$ cat src/rtl/round_ctrl.sv
// Iterative round sequencer: loads a 32-bit block and key vector, drives an external
// combinational round function once per cycle for NUM_ROUNDS rounds, then pulses DONE.
module round_ctrl #(
  parameter int NUM_ROUNDS = 16,
  parameter int KEY_WIDTH  = 64
) (
  input  logic                 CLK,
  input  logic                 RST,
  input  logic                 START,
  input  logic [31:0]          D_IN,
  input  logic [KEY_WIDTH-1:0] KEY,
  output logic [31:0]          ROUND_D,
  output logic [7:0]           ROUND_K,
  input  logic [31:0]          ROUND_Q,
  output logic                 BUSY,
  output logic                 DONE,
  output logic [31:0]          D_OUT,
  output logic [1:0]           o_dbg_fsm
);

  typedef enum logic [1:0] {
    S_IDLE = 2'd0,
    S_RUN  = 2'd1,
    S_FIN  = 2'd2
  } fsm_t;

  localparam logic [7:0] LAST_CNT = 8'(NUM_ROUNDS - 1);

  fsm_t                 r_fsm;
  fsm_t                 w_fsm_nxt;
  logic [31:0]          r_state;
  logic [KEY_WIDTH-1:0] r_key;
  logic [KEY_WIDTH-1:0] w_key_rot;
  logic [7:0]           r_cnt;
  logic [31:0]          r_dout;
  logic                 r_done;
  logic                 w_load;
  logic                 w_step;
  logic                 w_final;

  // Rotating right by one byte brings the next round's key byte into [7:0].
  generate
    if (KEY_WIDTH == 8) begin : g_key_single
      assign w_key_rot = r_key;
    end else begin : g_key_multi
      assign w_key_rot = {r_key[7:0], r_key[KEY_WIDTH-1:8]};
    end
  endgenerate

  always_ff @(posedge CLK) begin
    if (RST) begin
      r_fsm <= S_IDLE;
    end else begin
      r_fsm <= w_fsm_nxt;
    end
  end

  always_comb begin
    w_fsm_nxt = r_fsm;
    w_load    = 1'b0;
    w_step    = 1'b0;
    w_final   = 1'b0;
    case (r_fsm)
      S_IDLE: begin
        if (START) begin
          w_load    = 1'b1;
          w_fsm_nxt = S_RUN;
        end
      end
      S_RUN: begin
        w_step = 1'b1;
        if (r_cnt == LAST_CNT) begin
          w_final   = 1'b1;
          w_fsm_nxt = S_FIN;
        end
      end
      S_FIN: begin
        w_fsm_nxt = S_IDLE;
      end
      default: begin
        w_fsm_nxt = S_IDLE;
      end
    endcase
  end

  always_ff @(posedge CLK) begin
    if (RST) begin
      r_state <= '0;
      r_key   <= '0;
      r_cnt   <= '0;
      r_dout  <= '0;
      r_done  <= 1'b0;
    end else begin
      r_done <= w_final;
      if (w_load) begin
        r_state <= D_IN;
        r_key   <= KEY;
        r_cnt   <= '0;
      end else if (w_step) begin
        r_state <= ROUND_Q;
        r_key   <= w_key_rot;
        r_cnt   <= r_cnt + 8'd1;
      end
      // Result register only changes on the final round edge.
      if (w_final) begin
        r_dout <= ROUND_Q;
      end
    end
  end

  assign ROUND_D   = r_state;
  assign ROUND_K   = r_key[7:0];
  assign BUSY      = (r_fsm != S_IDLE);
  assign DONE      = r_done;
  assign D_OUT     = r_dout;
  assign o_dbg_fsm = r_fsm;

endmodule

$ cat config.mk
export PLATFORM = sky130hd
export DESIGN_NAME = round_ctrl
export DESIGN_NICKNAME = d
export VERILOG_FILES = /design/src/rtl/round_ctrl.sv
export SDC_FILE = /design/constraint.sdc
export NUM_CORES = 1
export LEC_CHECK = 0
export BUFFER_PORTS_ARGS = -buffer_cell sky130_fd_sc_hd__buf_2
export CAP_MARGIN = 20
export CORE_MARGIN = 2
export CORE_UTILIZATION = 49
export DETAILED_ROUTE_END_ITERATION = 12
export GPL_TIMING_DRIVEN = 0
export PLACE_DENSITY = 0.8
export SYNTH_ARGS = -nofsm -noshare
export SYNTH_HDL_FRONTEND = slang
export SYNTH_SLANG_ARGS = --single-unit
$ cat constraint.sdc
create_clock -name CLK -period 2 [get_ports CLK]
set_clock_uncertainty 0.05 [all_clocks]
set_input_delay 0.2 -clock CLK [delete_from_list [all_inputs] [get_ports CLK]]
set_output_delay 0.2 -clock CLK [all_outputs]
set_load 0.01 [all_outputs]
### Yosys cells after proc, flatten, opt, wreduce, memory -nomap -nowiden

Cells that the tools add are included.

| word-level totals | value |
|---|---|
| word-level logic and storage cells | 28 |
| register bits | 139 |
| bits of input ports | 131 |
| output and inout bits | 76 |

| cells by class | value |
|---|---|
| eq/ne operators | 4 |
| muxes and demuxes | 12 |
| $add $sub $neg | 1 |
| reductions and logical operators | 5 |

Operators with widths:

| kind | count |
|---|---|
| 2-to-1 mux 64 bit | 2 |
| 2-to-1 mux 32 bit | 2 |
| adder 8 x 1 -> 8 bit (second input constant) | 1 |
| equality test 8 x 4 -> 1 bit (second input constant) | 1 |
| 2-to-1 mux 1 bit | 5 |
| 2-to-1 mux 2 bit | 2 |
| inequality test 2 bit (second input constant) | 2 |
| one-hot mux 2 bit (2 select lines) | 1 |
| nonzero test 2 bit | 2 |
| equality test 2 x 1 -> 1 bit (second input constant) | 1 |
| logical NOT 2 bit | 1 |
| AND reduction 2 bit | 1 |
| OR reduction 2 bit | 1 |

### Depth between registers and ports, before layout

| depth | value |
|---|---|
| depth in word-level cells | 4 |
| gate-level depth with buffers | 6 |
| depth with buffers taken out | 4 |

### Worst setup path before layout

No wires, ideal clock.

| timing path | value |
|---|---|
| path type | reg-to-reg |
| start | register r_cnt[4] |
| end | register r_dout[10], in the netlist D_OUT[10] |
| path buffers | 1 |
| stages on the path, launching flop included | 5 |
| library setup time | 0.072 ns |
| period minus slack after synthesis | 1.561 ns |
| arrival | 1.440 ns |
| required time | 1.878 ns |
| path slack | 0.439 ns |
| cell sequence | dfxtp_1 -> or3_4 -> nor3_4 -> buf_8 -> mux2i_1 |

| between the ends | value |
|---|---|
| longest elaborated chain between the ends | 3 |

Ends and longest elaborated chain:

| what | line | RTL |
|---|---|---|
| start, declared | 34 | `logic [7:0] r_cnt;` |
| start signal, assigned | 102 | `r_cnt <= r_cnt + 8'd1;` |
| equality test 8 x 4 -> 1 bit | 72 | `if (r_cnt == LAST_CNT) begin` |
| 2-to-1 mux 1 bit | 72 |  |
| 2-to-1 mux 1 bit | 63 | `case (r_fsm)` |
| end signal, assigned | 91 | `r_dout <= '0;` |
| end signal, assigned | 106 | `r_dout <= ROUND_Q;` |
| end, declared | 35 | `logic [31:0] r_dout;` |

Every way passes these cells.
A chain may end at the register's enable or synchronous reset.

### Worst setup path after layout

| timing path | value |
|---|---|
| start | register r_fsm[1], in the netlist o_dbg_fsm[1] |
| end | register r_state[6], in the netlist ROUND_D[6] |

| between the ends | value |
|---|---|
| longest elaborated chain between the ends | 3 |
| elaborated cells on any way between the ends | 6 |
| classes of those cells | eq/ne: 1; mux: 3; reduce/logical: 2 |

Ends and longest elaborated chain:

| what | line | RTL |
|---|---|---|
| start, declared | 29 | `fsm_t r_fsm;` |
| start signal, assigned | 54 | `r_fsm <= w_fsm_nxt;` |
| equality test 2 x 1 -> 1 bit / logical NOT 2 bit (equally long branches) | 63 |  |
| 2-to-1 mux 1 bit | 63 |  |
| nonzero test 2 bit (no source line) / 2-to-1 mux 32 bit (equally long branches) | - |  |
| end signal, assigned | 88 | `r_state <= '0;` |
| end signal, assigned | 96 | `r_state <= D_IN;` |
| end signal, assigned | 100 | `r_state <= ROUND_Q;` |
| end, declared | 31 | `logic [31:0] r_state;` |

Several ways; a longest one is shown, not always the timed one.

==> run_results.csv <==
group,metric,value,unit
logic_synthesis,synth_xor_area_frac,0.00318,
routing,ant_nets,0,
sta,setup_ws,0.116,ns
logic_synthesis,yosys.area.top_type,"dfxtp_1",
pwr,swShare,0.246,
global_route,grt.total_usage,0.350,
clock_network,clkSinkCount,139,
clock_network,h-tree-depth,4,
place,portBuffers,205,
place,place_area,6710,sq um
critical_path,critPathArrivalTime,2.27,ns
logic_synthesis,syn_area_per_cell,8.77,sq um
die,initial_core_util,0.506,
logic_synthesis,synth_cells,628,
logic_synthesis,synth_simple_gate_area_frac,0.141,
sta,fin_crit_sh,0.942,
sta,fin_tns_setup,0,ns
pwr,ir_drop,0.713,mV
critical_path,worst_setup_path_end_kind,"register",
routing,vias,6510,
layout,area_growth,56.8,%
logic_synthesis,synth-warning-count,0,
place,dp_slack,0.0767,ns
die,fp.dieW,110,um
pwr,intPower,5.62,mW
layout,drive_above_1_share,0.270,
critical_path,cp-start-kind,"register",
logic_synthesis,synth_top_family_by_area,"compound AO/OA/AOI/OAI gates",
pwr,netSwitchingPower,1.83,mW
pwr,p_leak,3.66,nW
logic_synthesis,synth-compound-area-share,0.232,
logic_synthesis,synth.top_cell.area_share,0.505,
clock_network,cts_root_buffer,"clkbuf_8",
routing,vias_per_cell,5.74,
sta,slew_viol_final,0,
die,die-area,12100,sq um
die,rows,38,
layout,num-nets-final,1111,
run_status,status,"finished, final reports clean",
clock_network,tritoncts,"done",
global_route,grt_pass1_wl,32300,um
layout,final-instance-count-excl-fill,1134,
sta,setup_viol,0,
pwr,combPwrFrac,0.136,
pwr,total_power,7.45,mW
routing,drt_iter0_markers,794,
place,gp_congestion,0.812,
logic_synthesis,yosysMostFrequentCell,"nand2_1",
logic_synthesis,synth_area,5510,sq um
sta,worst_pin_slew,0.562,ns
critical_path,path_max_fanout,10,
sta,whs,0.0192,ns
global_route,grt_pass1_vias,6644,
sta,clock.fmax,0.531,GHz
critical_path,critPathKind,"reg2reg",
die,core_area,10900,sq um
place,hpwlAfterDp,12800,um
routing,routed_wirelength,21300,um
logic_synthesis,synth-seq-cells,139,
worst_hold_path,worstHoldPathType,"in2reg",
logic_synthesis,synthMuxAreaShare,0.0581,
run,cap_violations,0,
sta,timing.slew.headroom,0.625,
pwr,power_density,862,nW/um^2
global_route,antenna_found_initial,2,
sta,rsz0062_at_grt,"false",
logic_synthesis,syn_nets,760,
sta,period_needed,1.88,ns
logic_synthesis,yosysSeqAreaShare,0.505,
layout,stdcell_area,8640,sq um
layout,final_core_util,0.793,
logic_synthesis,synth_flop_cell,"dfxtp_1",
global_route,grt_overflow_total,0,
logic_synthesis,synthTopCellsByCount,"nand2_1 (165), dfxtp_1 (139), a21oi_1 (103), a22oi_1 (96), mux2i_1 (32)",
clock_network,cts_buffers,17,
clock_network,cts_buffer_depth,2,
place,dp.cells,973,
critical_path,critPathRequiredTime,2.39,ns
routing,first_pass_iters,9,
logic_synthesis,synth_area_leaders,"dfxtp_1 (51%), a22oi_1 (13%), nand2_1 (11%)",
logic_synthesis,synth.distinct_cells,33,
sta,hold_viol_final,0,
routing,wire_per_inst,18.8,um
logic_synthesis,synth_edf_count,0,
pwr,pwr-share-clk,0.460,
logic_synthesis,synthArstFlopShare,0,
clock_network,clk_pin_slew,0.06,ns
logic_synthesis,yosys.area_share.adder,0.00227,
die,ioPinCount,207,
pwr,pwr-share-seq,0.404,
routing,drc,0,
global_route,grt_max_degree,17,
clock_network,clock_latency,0.52,ns
die,dieHeight,110,um
==> sequential cells by signal, summed over array words and instances (netlist names) <==
name       flops
ROUND_D       32
o_dbg_fsm      2
r_cnt          8
r_key         64
DONE           1
D_OUT         32
==> power by group through the flow <==
stage          sequential (mW)  combinational (mW)  clock, mW
2_1_floorplan             3.05               0.406          0
3_3_place_gp              3.04               0.735          0
3_5_place_dp              3.05               0.764          0
4_1_cts                   2.99               0.965       3.41
5_1_grt                   3.02                1.09       3.56
6_report                  3.01                1.02       3.42
==> kinds of logic (layout without fill, tap and decap cells) <==
kind of cell / count (synthesis) / count (layout)
adder cells (fa/ha/maj): 1 / 1
buffers and inverters: 62 / 426
AO/OA/AOI/OAI: 206 / 206
other: 0 / 2
AND/OR/NAND/NOR: 186 / 186
multiplexers: 32 / 32
XOR/XNOR: 2 / 2
flip-flops: 139 / 139
==> path summary, 6_finish.rpt <==
kind / from / endpoint / slack [ns] / cells past startpoint
worst min-delay path: D_IN[6] / ROUND_D[6] / 0.02 / 3
worst max-delay path: o_dbg_fsm[1] / ROUND_D[6] / 0.12 / 5
worst min register to register: ROUND_D[5] / ROUND_D[5] / 0.40 / 2
worst max register to register: o_dbg_fsm[1] / ROUND_D[6] / 0.12 / 5
==> worst max-delay path, cell delays in order (launching register included) <==
cell and delay [ns]:
dfxtp_1 0.40, nor3b_4 0.45, buf_2 0.34, buf_2 0.26
a22oi_1 0.13, a21oi_1 0.17
==> placed cells by master (no fill, tap or decap), types with 4 or more instances in the layout <==
cell / n
bufinv_16: 5
dfxtp_1: 138
a22oi_1: 96
buf_2: 220
clkbuf_1: 32
a21oi_1: 103
mux2i_1: 32
buf_1: 5
dlygate4sd3_1: 127
nand2_1: 165
o21ai_0: 4
buf_4: 8
clkbuf_16: 16
==> cell type report <==
class                   count  area (sq um)
clock buffers              22           453
clock inverters            10           188
flip-flops and latches    139          2780
fillers                   659          2250
well taps                 140           175
diodes                      2          5.00
inverters                   1          3.75
plain buffers              61           319
multi-input cells         427          2410
repair buffers            332          2300
==> per-layer routing <==
metal  global-route usage  share of wire  up-vias
met5                    0              0        -
met4                0.241          0.060        0
met3               0.0829          0.087      121
met2                0.592           0.49      481
met1                0.387           0.36     2990
li1                     -              -     2918
==> timing repair <==
action,in CTS,in global routing
hold buffers,127,0
endpoints found under the setup margin,0,32
setup buffers,0,0
hold endpoints to repair,127,0
gates resized for setup,0,3
Note: power is estimated with default switching activity, not from simulation.
